===== config.mk =====
export PLATFORM = sky130hd
export DESIGN_NAME = reflet_irq_ctrl
export DESIGN_NICKNAME = d
export VERILOG_FILES = /design/src/rtl/reflet_irq_ctrl.sv
export SDC_FILE = /design/constraint.sdc
export NUM_CORES = 1
export LEC_CHECK = 0
export ABC_AREA = 1
export CORE_MARGIN = 3
export CORE_UTILIZATION = 38
export DETAILED_ROUTE_END_ITERATION = 10
export GPL_TIMING_DRIVEN = 1
export PLACE_DENSITY = 0.84
export SLEW_MARGIN = 30
export SYNTH_ARGS = -nofsm -noshare
export SYNTH_HDL_FRONTEND = slang
export SYNTH_SLANG_ARGS = --single-unit

===== constraint.sdc =====
create_clock -name clk -period 2.3 [get_ports clk]
set_input_delay 0.345 -clock clk [delete_from_list [all_inputs] [get_ports clk]]
set_output_delay 0.345 -clock clk [all_outputs]
set_load 0.05 [all_outputs]

===== src/rtl/reflet_irq_ctrl.sv =====
// reflet_irq_ctrl: latches 4 irq lines (edge/level) into W1C PENDING, masks them onto reflet_cpu interrupt_request.
// Latency: irq_in rising before edge k -> request high in cycle k+1 (k+3 with IRQ_SYNC_EN defined); reads are combinational.
// Backpressure: none on the bus; enable=0 freezes MASK/MODE writes and PENDING clears while capture keeps running.
module reflet_irq_ctrl #(
  parameter int unsigned         wordsize   = 16,
  parameter logic [wordsize-1:0] base_addr  = '0,
  parameter logic [3:0]          mask_reset = 4'hF,
  parameter logic [3:0]          mode_reset = 4'hF
) (
  input  logic                clk,
  input  logic                reset,
  input  logic                enable,
  input  logic [3:0]          irq_in,
  input  logic [wordsize-1:0] addr,
  input  logic [wordsize-1:0] data_in,
  input  logic                write_en,
  output logic [wordsize-1:0] data_out,
  output logic [3:0]          interrupt_request
);

  logic [3:0] pending_q, pending_d;
  logic [3:0] mask_q, mask_d;
  logic [3:0] mode_q, mode_d;
  logic [3:0] prev_q, prev_d;
  logic [3:0] sample;

`ifdef IRQ_SYNC_EN
  logic [3:0] sync1_q, sync1_d;
  logic [3:0] sync2_q, sync2_d;

  // Two-stage synchronizer for lines asynchronous to clk.
  always_comb begin
    sync1_d = irq_in;
    sync2_d = sync1_q;
  end

  // Synchronizer flops clear to zero on reset.
  always_ff @(posedge clk) begin
    if (reset) begin
      sync1_q <= 4'h0;
      sync2_q <= 4'h0;
    end else begin
      sync1_q <= sync1_d;
      sync2_q <= sync2_d;
    end
  end

  assign sample = sync2_q;
`else
  assign sample = irq_in;
`endif

  // Address decode: full-width compare, window never wraps past the top of the address space.
  logic [wordsize-1:0] offset;
  logic                in_window;
  logic                wr_acc;
  logic [3:0]          set_vec;
  logic [3:0]          clr_vec;
  logic                irq_any;
  logic [1:0]          irq_idx;
  logic                unused_data_hi;

  assign offset         = addr - base_addr;
  assign in_window      = (addr >= base_addr) && (offset < wordsize'(4));
  assign wr_acc         = write_en & enable & in_window;
  assign unused_data_hi = ^data_in[wordsize-1:4];

  // Next-state: capture always runs; clears and config writes need an accepted bus write. Set beats clear.
  always_comb begin
    set_vec   = (sample & ~prev_q & mode_q) | (sample & ~mode_q);
    clr_vec   = (wr_acc && offset[1:0] == 2'd0) ? data_in[3:0] : 4'h0;
    pending_d = (pending_q & ~clr_vec) | set_vec;
    mask_d    = mask_q;
    mode_d    = mode_q;
    if (wr_acc && offset[1:0] == 2'd1) mask_d = data_in[3:0];
    if (wr_acc && offset[1:0] == 2'd2) mode_d = data_in[3:0];
    prev_d    = sample;
  end

  // State registers; prev resets high so a line already asserted at reset release is not seen as an edge.
  always_ff @(posedge clk) begin
    if (reset) begin
      pending_q <= 4'h0;
      mask_q    <= mask_reset;
      mode_q    <= mode_reset;
      prev_q    <= 4'hF;
    end else begin
      pending_q <= pending_d;
      mask_q    <= mask_d;
      mode_q    <= mode_d;
      prev_q    <= prev_d;
    end
  end

  assign interrupt_request = pending_q & mask_q;

  // STATUS fields: any-request flag and lowest requesting index.
  always_comb begin
    irq_any = |interrupt_request;
    irq_idx = 2'd0;
    for (int i = 3; i >= 0; i--) begin
      if (interrupt_request[i]) irq_idx = 2'(i);
    end
  end

  // Read mux; zero outside the window so several slaves can be ORed onto one bus.
  always_comb begin
    data_out = '0;
    if (in_window) begin
      case (offset[1:0])
        2'd0:    data_out[3:0] = pending_q;
        2'd1:    data_out[3:0] = mask_q;
        2'd2:    data_out[3:0] = mode_q;
        default: data_out[3:0] = {irq_any, 1'b0, irq_idx};
      endcase
    end
  end

endmodule

==> flow_summary.toml <==
[cells_and_area]
syn2layout_area_growth_pct = 46.7
fin_cells = 194
post-route-util = 0.599
nFillCells = 203
multi_input_area_sq_um = 517
regArea_sq_um = 320
diodes = 0
drive_gt1_frac = 0.151
fin_nets = 207

[job]
cap_violations = 0

[sta]
worstMarginPinSlew_ps = 501
min_period_ps = 2150
final.setup.worst_slack_ps = 147
drv_slew = 0
grt_setup_unrepaired = "false"
post-route-period-util = 0.936
setup_viol = 0
tns_ps = 0
fin_worst_skew_ps = 4.50
clock.fmax_mhz = 464
slew_headroom = 0.665
finalHoldViolations = 0

[critical_path]
crit_family = "buffers and inverters"
critical_path.slowest_cell = "clkdlybuf4s50_1"
r2r_slack_ps = 1640
cp-start-kind = "input pin"
crit_start = "addr[1]"
endpoint_kind = "output pin"
r2r_start = "mode_q[3]"
worstReg2RegEnd = "pending_q[3]"
max_stage_delay_ps = 510
cp.required_ps = 1960
reg2reg_depth = 3
worst-setup-path-type = "in2out"
crit_chain = "clkdlybuf4s50_1 > nor2_1 > a221oi_1 > nor3_1 > buf_12"
path_buf_inv = 2
crit_arrival_ps = 1810
critical_path.max_fanout = 6

[clocking]
clkLatencyLatePin_ps = 280
root_buffer = "clkbuf_4"
postCtsHoldBufs = 0
cts_sinks = 16
cts_setup_buffers = 0
cts_tree = "yes"
cts_buffers = 3
clockBufferDepth = 2
ctsHtreeMaxLevel = 1
clkTransAtPathRegs_ps = 90
cts_resized = 0

[synth]
synth_top_cell_area_share = 0.348
ys_ff_latch = 16
synth_top_family_by_area = "simple AND/OR/NAND/NOR gates"
seq_area_frac_synth = 0.348
synth_compound_area_frac = 0.162
async_flop_share = 0
synth_ff_type = "dfxtp_1"
ys_types = 23
synth-edff-count = 0
synth.cells.most_frequent = "nand2_1, dfxtp_1, buf_4"
yosys_warnings = 0
yosysTopAreaCell = "dfxtp_1"
netlist_top_cells_area = "dfxtp_1, nand2_1, buf_4"
yosysMostFrequentCell = "nand2_1"
synth_cells = 127
avgSynthCellArea_sq_um = 7.25
synth_fa_ha_area_frac = 0
synth.cell_area_sq_um = 921
synth_mux_area_frac = 0
synth-xor-area-share = 0
yosys.area_share.simple = 0.340

[min_path]
hold_end = "pending_q[1]"
hold_depth = 2
min_path_type = "reg2reg"
hold_start = "pending_q[1]"

[global_route]
grt_first_pass_wirelength_um = 3520
grt_max_degree = 10
track_usage = 0.139
antenna_found_initial = 0
grt_pass1_vias = 818
overflow = 0

[die]
die_x_um = 55.2
die_y_um = 55.2
ios = 60
start_util = 0.408
core_area_sq_mm = 0.00225
rows = 17
dieArea_sq_mm = 0.00305

[route]
wl_met2_um = 947
post_drt_wl_per_cell_um = 10.8
highest_layer = "met4"
drc = 0
wl_um = 2100
drtIter0Drc = 18
vias = 911
postRouteAntennaNets = 0
m1WireLength_um = 916
dr.pass1.iters = 4
vias_per_cell = 4.70
met3_length_um = 192

[placement]
pre_cts_slack_ps = 148
dp.cells = 190
place_congestion = 0.822
hpwl_um = 1780
port_buffers = 35

[pwr]
powerDensity_mw_per_mm2 = 466
ir_drop_uv = 509
power_leakage_nw = 0.688

[outcome]
status = "finished, final reports clean"
==> worst max path at each step <==
stage | to | slack (ps) | depth (start not counted)
CTS | data_out[0] | 150 | 5
global route | data_out[0] | 50 | 6
detailed placement | data_out[0] | 150 | 5
global placement | data_out[0] | 170 | 5
floorplan | data_out[0] | 5 | 5
finish | data_out[0] | 150 | 5
==> state kept, by name, indices dropped and copies added (netlist names) <==
| signal | flops |
|---|---|
| mask_q | 4 |
| mode_q | 4 |
| pending_q | 4 |
| prev_q | 4 |
==> cells in the final DEF (no fill, tap or decap), types with 2 or more instances in the layout <==
cell / count
nand3_1: 5
a21oi_1: 6
inv_1: 10
dfxtp_1: 16
conb_1: 12
inv_2: 2
clkdlybuf4s50_1: 31
or2_2: 4
a211oi_2: 2
o211ai_1: 8
nor2_1: 7
o21ai_0: 3
nand2_4: 3
buf_12: 4
a31oi_1: 2
nor2_2: 2
clkbuf_4: 3
nand2_1: 37
==> worst reg2reg max path: stages (launching register included) <==
cell     delay [ps]
dfxtp_1         380
nand2_1          70
nand2_1          60
a21oi_1          60
==> metrics by stage <==
stage	area (sq um)	total power, mW	hold WS [ps]
final	1350	0.630	496
after global routing	1350	0.661	526
after CTS	1350	0.634	498
after detailed placement	1320	0.457	486
after global placement	1320	0.453	475
after floorplan	972	0.405	414
==> area by class of cell <==
type,count,area share
Multi-Input combinational cell,98,0.382
Timing Repair Buffer,36,0.294
Sequential cell,16,0.237
Inverter,12,0.0333
Clock buffer,4,0.0269
Tap cell,28,0.0259
==> metal layers <==
metal	GRT usage	vias up
li1	-	471
met1	0.175	384
met2	0.218	51
met3	0.0374	5
met4	0.0660	0
met5	0	-
==> power by group <==
part / switching, mW / internal (mW)
logic: 0.0989 / 0.0634
clock network: 0.0820 / 0.0964
registers: 0.00460 / 0.284
total: 0.185 / 0.444
==> cell families (layout without fill, tap and decap cells) <==
kind of cell	Yosys count	in the layout
simple gates	63	63
buf+inv	24	52
compound gates	23	23
flops	16	16
other cells	1	12
No activity file was read; power rests on OpenSTA's default activity.
